### config.mk
export PLATFORM = sky130hd
export DESIGN_NAME = multicycle_ctrl_fsm
export DESIGN_NICKNAME = d
export VERILOG_FILES = /design/src/rtl/mc_ctrl_pkg.sv /design/src/rtl/multicycle_ctrl_fsm_cond_unit.sv /design/src/rtl/multicycle_ctrl_fsm.sv
export SDC_FILE = /design/constraint.sdc
export NUM_CORES = 1
export LEC_CHECK = 0
export CAP_MARGIN = 0
export CORE_MARGIN = 2
export CORE_UTILIZATION = 30
export DETAILED_ROUTE_END_ITERATION = 10
export GPL_TIMING_DRIVEN = 0
export PLACE_DENSITY = 0.76
export REMOVE_ABC_BUFFERS = 1
export SLEW_MARGIN = 25
export SYNTH_ARGS = -nofsm -noshare
export SYNTH_HDL_FRONTEND = slang
export SYNTH_SLANG_ARGS = --single-unit
### constraint.sdc
create_clock -name CLK -period 3.05 [get_ports CLK]
set_input_delay 0.7625 -clock CLK [delete_from_list [all_inputs] [get_ports CLK]]
set_output_delay 0.7625 -clock CLK [all_outputs]
set_load 0.02 [all_outputs]
### src/rtl/mc_ctrl_pkg.sv
// Shared encodings for the multicycle ARM-subset control FSM: state codes,
// instruction field codes and datapath mux select values.
package mc_ctrl_pkg;

  localparam int STATE_W = 4;

  typedef enum logic [STATE_W-1:0] {
    S_FETCH  = 4'd0,
    S_DECODE = 4'd1,
    S_MEMADR = 4'd2,
    S_MEMRD  = 4'd3,
    S_MEMWB  = 4'd4,
    S_MEMWR  = 4'd5,
    S_EXECR  = 4'd6,
    S_EXECI  = 4'd7,
    S_ALUWB  = 4'd8,
    S_BRANCH = 4'd9
  } state_t;

  localparam logic [3:0] COND_EQ = 4'b0000;
  localparam logic [3:0] COND_NE = 4'b0001;
  localparam logic [3:0] COND_AL = 4'b1110;

  localparam logic [1:0] OP_DP  = 2'b00;
  localparam logic [1:0] OP_MEM = 2'b01;
  localparam logic [1:0] OP_BR  = 2'b10;

  localparam logic [3:0] CMD_ADD = 4'b0100;
  localparam logic [3:0] CMD_SUB = 4'b0010;
  localparam logic [3:0] CMD_MOV = 4'b1101;
  localparam logic [3:0] CMD_CMP = 4'b1010;

  localparam logic [1:0] ALU_ADD   = 2'b00;
  localparam logic [1:0] ALU_SUB   = 2'b01;
  localparam logic [1:0] ALU_PASSB = 2'b10;

  localparam logic [1:0] RES_ALUOUT = 2'b00;
  localparam logic [1:0] RES_DATA   = 2'b01;
  localparam logic [1:0] RES_ALU    = 2'b10;

  localparam logic [1:0] SRCB_RD2  = 2'b00;
  localparam logic [1:0] SRCB_IMM  = 2'b01;
  localparam logic [1:0] SRCB_FOUR = 2'b10;

  localparam logic [1:0] IMM_REG = 2'b00;
  localparam logic [1:0] IMM_8   = 2'b01;
  localparam logic [1:0] IMM_12  = 2'b10;
  localparam logic [1:0] IMM_24  = 2'b11;

  function automatic logic cmd_supported(input logic [3:0] cmd);
    return (cmd == CMD_ADD) || (cmd == CMD_SUB) || (cmd == CMD_MOV) || (cmd == CMD_CMP);
  endfunction

  function automatic logic [1:0] alu_ctl_for(input logic [3:0] cmd);
    logic [1:0] ctl;
    case (cmd)
      CMD_SUB, CMD_CMP: ctl = ALU_SUB;
      CMD_MOV:          ctl = ALU_PASSB;
      default:          ctl = ALU_ADD;
    endcase
    return ctl;
  endfunction

endpackage

### src/rtl/multicycle_ctrl_fsm_cond_unit.sv
// Architectural Z flag register and condition-pass evaluation for EQ/NE/AL.
module cond_unit
  import mc_ctrl_pkg::*;
(
  input  logic       clk,
  input  logic       rst_n,
  input  logic       flag_write,
  input  logic       alu_zero,
  input  logic [3:0] cond,
  output logic       cond_ex
);

  logic z_d, z_q;

  always_comb begin
    z_d = z_q;
    if (flag_write) z_d = alu_zero;
  end

  always_ff @(posedge clk or negedge rst_n) begin
    if (!rst_n) z_q <= 1'b0;
    else        z_q <= z_d;
  end

  always_comb begin
    cond_ex = (cond == COND_AL) | ((cond == COND_EQ) & z_q) | ((cond == COND_NE) & ~z_q);
  end

endmodule

### src/rtl/multicycle_ctrl_fsm.sv
// Moore control FSM for the multicycle ARM-subset datapath: sequences
// fetch/decode/execute/memory/writeback and drives every select and enable.
module multicycle_ctrl_fsm
  import mc_ctrl_pkg::*;
(
  input  logic               CLK,
  input  logic               nRESET,
  input  logic [31:0]        Instr,
  input  logic               ALUZero,
  output logic               PCWrite,
  output logic               AdrSrc,
  output logic               MemWrite,
  output logic               IRWrite,
  output logic [1:0]         ResultSrc,
  output logic [1:0]         ALUControl,
  output logic               ALUSrcA,
  output logic [1:0]         ALUSrcB,
  output logic [1:0]         ImmSrc,
  output logic               RegWrite,
  output logic [1:0]         RegSrc,
  output logic               FlagWrite,
  output logic [STATE_W-1:0] State
);

  state_t state_q, state_d;

  logic       pc_write, mem_write, ir_write, reg_write, flag_write;
  logic       adr_src, alu_src_a;
  logic [1:0] result_src, alu_control, alu_src_b, imm_src, reg_src;
  logic       cond_ex;

  logic [3:0] cond, cmd;
  logic [1:0] op;
  logic       i_bit, u_bit, sl_bit;

  assign cond   = Instr[31:28];
  assign op     = Instr[27:26];
  assign i_bit  = Instr[25];
  assign cmd    = Instr[24:21];
  assign u_bit  = Instr[23];
  assign sl_bit = Instr[20];

  // Operand fields are consumed by the datapath, not by the sequencer.
  logic unused_instr_bits;
  assign unused_instr_bits = ^Instr[19:0];

  cond_unit u_cond (
    .clk        (CLK),
    .rst_n      (nRESET),
    .flag_write (FlagWrite),
    .alu_zero   (ALUZero),
    .cond       (cond),
    .cond_ex    (cond_ex)
  );

  always_ff @(posedge CLK or negedge nRESET) begin
    if (!nRESET) state_q <= S_FETCH;
    else         state_q <= state_d;
  end

  always_comb begin
    state_d     = S_FETCH;
    pc_write    = 1'b0;
    adr_src     = 1'b0;
    mem_write   = 1'b0;
    ir_write    = 1'b0;
    result_src  = RES_ALUOUT;
    alu_control = ALU_ADD;
    alu_src_a   = 1'b0;
    alu_src_b   = SRCB_RD2;
    imm_src     = IMM_REG;
    reg_write   = 1'b0;
    reg_src     = 2'b00;
    flag_write  = 1'b0;

    case (state_q)
      S_FETCH: begin
        ir_write   = 1'b1;
        pc_write   = 1'b1;
        alu_src_a  = 1'b1;
        alu_src_b  = SRCB_FOUR;
        result_src = RES_ALU;
        state_d    = S_DECODE;
      end
      S_DECODE: begin
        alu_src_a  = 1'b1;
        alu_src_b  = SRCB_FOUR;
        result_src = RES_ALU;
        reg_src    = {(op == OP_MEM) & ~sl_bit, op == OP_BR};
        case (op)
          OP_DP:   imm_src = i_bit ? IMM_8 : IMM_REG;
          OP_MEM:  imm_src = IMM_12;
          OP_BR:   imm_src = IMM_24;
          default: imm_src = IMM_REG;
        endcase
        // Failed condition or unsupported encoding retires as a no-op here.
        if (cond_ex) begin
          case (op)
            OP_MEM:  state_d = S_MEMADR;
            OP_BR:   state_d = S_BRANCH;
            OP_DP:   if (cmd_supported(cmd)) state_d = i_bit ? S_EXECI : S_EXECR;
            default: state_d = S_FETCH;
          endcase
        end
      end
      S_MEMADR: begin
        alu_src_b   = SRCB_IMM;
        imm_src     = IMM_12;
        alu_control = u_bit ? ALU_ADD : ALU_SUB;
        state_d     = sl_bit ? S_MEMRD : S_MEMWR;
      end
      S_MEMRD: begin
        adr_src = 1'b1;
        state_d = S_MEMWB;
      end
      S_MEMWB: begin
        result_src = RES_DATA;
        reg_write  = 1'b1;
      end
      S_MEMWR: begin
        adr_src   = 1'b1;
        mem_write = 1'b1;
        reg_src   = 2'b10;
      end
      S_EXECR, S_EXECI: begin
        alu_src_b   = (state_q == S_EXECI) ? SRCB_IMM : SRCB_RD2;
        imm_src     = (state_q == S_EXECI) ? IMM_8 : IMM_REG;
        alu_control = alu_ctl_for(cmd);
        flag_write  = (cmd == CMD_CMP) | sl_bit;
        state_d     = (cmd == CMD_CMP) ? S_FETCH : S_ALUWB;
      end
      S_ALUWB: begin
        result_src = RES_ALUOUT;
        reg_write  = 1'b1;
      end
      S_BRANCH: begin
        pc_write   = 1'b1;
        alu_src_a  = 1'b1;
        alu_src_b  = SRCB_IMM;
        imm_src    = IMM_24;
        result_src = RES_ALU;
        reg_src    = 2'b01;
      end
      default: state_d = S_FETCH;
    endcase
  end

  // Enables are held off for the whole time reset is asserted.
  assign PCWrite    = pc_write   & nRESET;
  assign IRWrite    = ir_write   & nRESET;
  assign MemWrite   = mem_write  & nRESET;
  assign RegWrite   = reg_write  & nRESET;
  assign FlagWrite  = flag_write & nRESET;
  assign AdrSrc     = adr_src;
  assign ResultSrc  = result_src;
  assign ALUControl = alu_control;
  assign ALUSrcA    = alu_src_a;
  assign ALUSrcB    = alu_src_b;
  assign ImmSrc     = imm_src;
  assign RegSrc     = reg_src;
  assign State      = state_q;

endmodule

# Word level (Yosys, flattened, before mapping)
# Index checks and enable logic that the tools add are counted.
[op_classes]
eq_ne = 17
n_mux = 24
n_bitwise = 13
reduce_logical = 14
[ops]
columns = ["cell", "count"]
rows = [
  ["4-bit by 3-bit == test with 1-bit output (second input constant)", 5],
  ["4-bit == test (second input constant)", 5],
  ["4-bit one-hot mux with 5 select lines", 1],
  ["2-bit one-hot mux with 3 select lines", 3],
  ["2-bit OR reduction", 7],
  ["4-bit by 2-bit == test with 1-bit output (second input constant)", 3],
  ["2-bit one-hot mux with 2 select lines", 3],
  ["4-bit one-hot mux with 3 select lines", 1],
  ["1-bit 2-to-1 mux", 11],
  ["1-bit AND", 8],
  ["4-bit by 1-bit == test with 1-bit output (second input constant)", 2],
  ["4-bit logical NOT", 2],
  ["4-bit 2-to-1 mux", 2],
  ["2-bit one-hot mux with 4 select lines", 1],
  ["3-bit 2-to-1 mux", 2],
  ["1-bit logical OR", 3],
  ["1-bit bitwise OR", 3],
  ["3-bit OR reduction", 1],
  ["2-bit by 1-bit == test with 1-bit output (second input constant)", 1],
  ["2-bit == test (second input constant)", 1],
  ["2-bit logical NOT", 1],
  ["1-bit NOT", 2],
]
[word_totals]
regBits = 5
input_bits = 35
out_inout_bits = 21
wordCells = 70

# Longest topological paths before layout
[depth]
ltp_word = 8
mapped_depth = 4
depth_no_buf = 4

# Cells and area by module
# Synthesis repeated with hierarchy kept, for this count alone.
[hier_totals]
hier_cells = 80
area_unflattened_um2 = 639.4
[modules_own_cells]
columns = ["mod", "n_inst", "cells_per_inst", "area_per_inst_um2", "seq_area_each_um2"]
rows = [
  ["multicycle_ctrl_fsm", 1, 75, 569.3, 100.1],
  ["cond_unit", 1, 5, 70.1, 25.0],
]

# Worst setup path after synthesis
# No wires, ideal clock.
[synth_timing]
path_type = "reg-to-output"
start = "register state_q[2] (netlist: State[2])"
end = "output port PCWrite"
arrival_time_ns = 1.635
t_required_ns = 2.288
path_slack_ns = 0.653
stages_incl_launch_ff = 5
path_buffers = 1
path_cell_list = "dfrtp_1 > buf_2 > nor2_1 > a21boi_1 > and3_1"
[synth_between]
elab_chain_cells = 4
elab_cells_between_ends = 5
cone_classes = "1 x eq/ne; 1 x mux; 1 x bitwise; 2 x reduce/logical"
[synth_lines]
columns = ["element", "line", "source"]
rows = [
  ["start, declared", "multicycle_ctrl_fsm.sv:25", "state_t state_q, state_d;"],
  ["start signal, assigned", "multicycle_ctrl_fsm.sv:58", "else state_q <= state_d;"],
  ["4-bit == test / 4-bit logical NOT (equally long branches)", "multicycle_ctrl_fsm.sv:76", "case (state_q)"],
  ["2-bit OR reduction (no source line) (*)", "-", ""],
  ["1-bit 2-to-1 mux (*)", "multicycle_ctrl_fsm.sv:76", ""],
  ["1-bit AND (*)", "multicycle_ctrl_fsm.sv:149", "assign PCWrite = pc_write & nRESET;"],
  ["end, declared", "multicycle_ctrl_fsm.sv:10", "output logic PCWrite,"],
]
# Mark *: on every way between the ends. The rest lies on a longest branch, timed or not.

# Worst setup path after layout
[layout_timing]
start = "input port Instr[21]"
end = "output port FlagWrite"
[layout_between]
elab_chain_cells = 4
[layout_lines]
columns = ["element", "line", "source"]
rows = [
  ["start, declared", "multicycle_ctrl_fsm.sv:8", "input logic [31:0] Instr,"],
  ["4-bit == test", "multicycle_ctrl_fsm.sv:129", "flag_write = (cmd == CMD_CMP) | sl_bit;"],
  ["1-bit bitwise OR", "multicycle_ctrl_fsm.sv:129", ""],
  ["1-bit 2-to-1 mux", "multicycle_ctrl_fsm.sv:76", ""],
  ["1-bit AND", "multicycle_ctrl_fsm.sv:153", "assign FlagWrite = flag_write & nRESET;"],
  ["end, declared", "multicycle_ctrl_fsm.sv:21", "output logic FlagWrite,"],
]
# Every way passes these cells.

==> summary.log <==
qor: outcome.status finished clean
qor: setup_path.worst_path_max_stage_delay 460 ps
qor: setup_path.path_max_fanout 3
qor: global_route.antenna_violations_before_repair 0
qor: timing.rsz0062_at_grt no
qor: clocking.cts.clk_slew.worst_paths 40 ps
qor: setup_path.worst-path-stages 5
qor: cells_and_area.drive_gt1_share 11.2%
qor: synth.synth_xor_area_share 5.74%
qor: floorplan.std_cell_rows 16
qor: detailed_routing.drc 0
qor: setup_path.worst-r2r-cell-count 4
qor: global_route.largest_net_degree_at_the_start_of_global_routing 16
qor: clocking.clk_latency 240 ps
qor: timing.tightest_slew 496 ps
qor: synth.syn_area 611 um2
qor: global_route.globalRouteMet2Util 26.8%
qor: clocking.max-clock-path-buffers 2
qor: timing.max_freq 338 MHz
qor: detailed_routing.post_drt_wl_per_cell 12.3 um
qor: clocking.cts_htree_levels 1
qor: cells_and_area.diodes 0
qor: synth.synth.area.mux_share 1.84%
qor: power.ir_worst_vdd 0.189 mV
qor: timing.fin_crit_sh 97.1%
qor: global_route.grt_pass1_wl 2.90 mm
qor: setup_path.critPathCaptureType primary output
qor: power.total_leakage_power 0.000446 uW
qor: placement.gp_congestion 0.807
qor: setup_path.cp.required 2290 ps
qor: timing.setup_tns 0 ps
qor: synth.synth_seq_cells 5
qor: global_route.grtUsageTotal 15.5%
qor: global_route.grt_use_met3 3.37%
qor: synth.ys_types 33
qor: synth.synth-main-ff-cell sky130_fd_sc_hd__dfrtp_1
qor: floorplan.core-area 1940 um2
qor: power.totalPowerFinal 443 uW
qor: synth.synth_area_in_adders 8.20%
qor: floorplan.floorplan.die_area 2410 um2
qor: flow_run.maxCapViolCount 0
qor: power.cellPowerDensity 446 nW/um2
qor: placement.port_buffers 35
qor: global_route.grt_pass1_vias 670
qor: detailed_routing.via_count 747
qor: cells_and_area.final.fill_count 195
qor: synth.synth-seq-area-share 20.5%
qor: clocking.clock_tree_from_tritoncts yes
qor: detailed_routing.drt_pass1_iterations 4
qor: synth.synth-edff-count 0
qor: placement.hpwl 1.42 mm
qor: detailed_routing.first_iter_violations 25
qor: cells_and_area.final_nets 156
qor: setup_path.timing_worst_setup_path_type input pin to primary output
qor: synth.synth_compound_gate_area_share 24.8%
qor: clocking.cts_sinks 5
qor: floorplan.die_height 49.1 um
qor: timing.fin_worst_skew 0.537 ps
qor: worst_hold_path.hold_class input pin to async pin
qor: cells_and_area.final_cell_count_no_fill 143
qor: floorplan.design.portCount 56
qor: setup_path.path_buf_inv 2
qor: synth.post_synthesis_simple_gate_area_fraction 33.6%
qor: floorplan.effective_utilization_at_floorplan 31.4%
qor: clocking.cts-buffers-inserted 3
qor: floorplan.die_width 49.1 um
qor: synth.synthArstFlopShare 100%
qor: setup_path.start_kind input pin
qor: detailed_routing.post_drt_via_cell_ratio 5.22
qor: global_route.grt.busiest_layer met2
qor: cells_and_area.area_growth 62.5%
qor: setup_path.timing.critical_path.cells clkdlybuf4s50_1 -> nand2b_4 -> nor3b_1 -> o211a_1 -> dlygate4sd2_1
qor: synth.synthesis.yosys.warnings 0
qor: clocking.holdBufCountCts 0
qor: global_route.grt_util_met1 17.4%
qor: synth.combinational_family_with_the_most_area_after_synthesis simple AND/OR/NAND/NOR gates
qor: timing.fin_worst_hold_slack 533 ps
qor: timing.fin_crit 2960 ps
qor: timing.setup_viol_count_final 0
qor: cells_and_area.layout.core_utilization 51.1%
qor: clocking.root_buffer_selected_by_cts sky130_fd_sc_hd__clkbuf_4
qor: timing.final-max-slew-violation-count 0
qor: synth.postSynthAreaPerCell 7.63 um2
qor: timing.finalHoldViolCount 0
qor: detailed_routing.ant_nets 0
qor: setup_path.critical_path_arrival 2200 ps
qor: placement.placed_cells_incl_taps 139
qor: setup_path.critical_path.top_delay_family buffers and inverters
qor: detailed_routing.detail_route.wirelength 1.76 mm
qor: setup_path.critical-path-slowest-cell sky130_fd_sc_hd__clkdlybuf4s50_1
qor: synth.post_synth_inst_count 80
qor: timing.timing.slew.headroom 66.9%
qor: global_route.global_route.overflow_total 0
Yosys cell counts (all sizes together), types with 2 or more instances:
cell	number	area, um2
nor2	8	30.0
a21oi	7	35.0
nand2	7	26.3
nor3	6	41.3
dfrtp	5	125
inv	5	18.8
ha	4	50.1
nand2b	4	35.0
o21ai	4	23.8
and3	3	18.8
buf	3	13.8
o22ai	3	18.8
a21boi	2	15.0
nand3	2	10.0
nor3b	2	15.0
o32ai	2	17.5
xnor2	2	17.5
xor2	2	17.5
state kept, by name, indices dropped and copies added (netlist names):
register and cells:
u_cond.z_q 1, State 4
logic make-up (layout without fill, tap and decap cells):
| family | after synthesis | after routing |
|---|---|---|
| and+or+nand+nor | 36 | 36 |
| DFF | 5 | 5 |
| xor gates and xnor gates | 4 | 4 |
| adders and majority gates | 4 | 4 |
| buffers and inverters | 8 | 44 |
| muxes | 1 | 1 |
| AOI/OAI and AO/OA | 22 | 22 |
report_power, final:
part,switching (uW),internal (uW),leakage [uW]
clock network,24.3,49.3,0.0000150
registers,25.0,75.5,0.0000674
logic,150,119,0.000363
total,199,244,0.000446
worst register-to-register path, delay by kind of cell, from the launching register on:
| kind | cells | cell delay [ps] |
|---|---|---|
| AND/OR/NAND/NOR | 2 | 300 |
| multiplexers | 1 | 340 |
| AO/OA/AOI/OAI | 1 | 210 |
| flip-flops | 1 | 630 |
layout make-up:
type / instances / area (um2) / area share (%)
multi-input cells: 67 / 457 / 46.0
repair buffers: 35 / 332 / 33.4
flip-flops and latches: 5 / 125 / 12.6
well taps: 27 / 33.8 / 3.40
clock buffers: 4 / 26.3 / 2.65
inverters: 5 / 18.8 / 1.89
cells in the final DEF, fill, tap and decap left out, drive strengths merged, types with 2 or more instances in the layout:
| cell type | Yosys | final |
|---|---|---|
| dlygate4sd2 | 0 | 5 |
| xnor2 | 2 | 2 |
| nor2 | 8 | 8 |
| o32ai | 2 | 2 |
| a21boi | 2 | 2 |
| nand3 | 2 | 2 |
| clkdlybuf4s50 | 0 | 26 |
| a21oi | 7 | 7 |
| inv | 5 | 5 |
| nand2 | 7 | 7 |
| ha | 4 | 4 |
| nand2b | 4 | 4 |
| dfrtp | 5 | 5 |
| clkbuf | 0 | 7 |
| o22ai | 3 | 3 |
| and3 | 3 | 3 |
| nor3 | 6 | 6 |
| o21ai | 4 | 4 |
| nor3b | 2 | 2 |
| xor2 | 2 | 2 |
metrics by stage:
stage	setup slack, ps	instance area [um2]
3_5_place_dp	-289	981
2_1_floorplan	691	597
4_1_cts	12.2	1000
3_3_place_gp	-280	981
5_1_grt	0.0424	992
6_report	88.4	992
final timing paths:
path / startpoint / endpoint / slack [ps]
hold / removal: nRESET / u_cond.z_q$_DFFE_PN0P_ / 530
max in group asynchronous: nRESET / State[2]$_DFF_PN0_ / 2260
hold reg to reg: u_cond.z_q$_DFFE_PN0P_ / u_cond.z_q$_DFFE_PN0P_ / 540
min in group CLK: u_cond.z_q$_DFFE_PN0P_ / u_cond.z_q$_DFFE_PN0P_ / 540
setup / recovery: Instr[21] / FlagWrite / 90
setup reg to reg: State[2]$_DFF_PN0_ / u_cond.z_q$_DFFE_PN0P_ / 1450
what timing repair did:
| item | in CTS | in global routing |
|---|---|---|
| setup endpoints to repair | 7 | 4 |
| gates resized for setup | 10 | 6 |
| setup buffers | 0 | 0 |
| pin swaps | 0 | 0 |
per-layer routing:
layer / routed length (um) / up-vias
met5: 0 / -
met4: 28 / 0
met3: 110 / 4
met2: 931 / 33
met1: 685 / 350
li1: - / 360
Power figures use the tool's default switching activity.
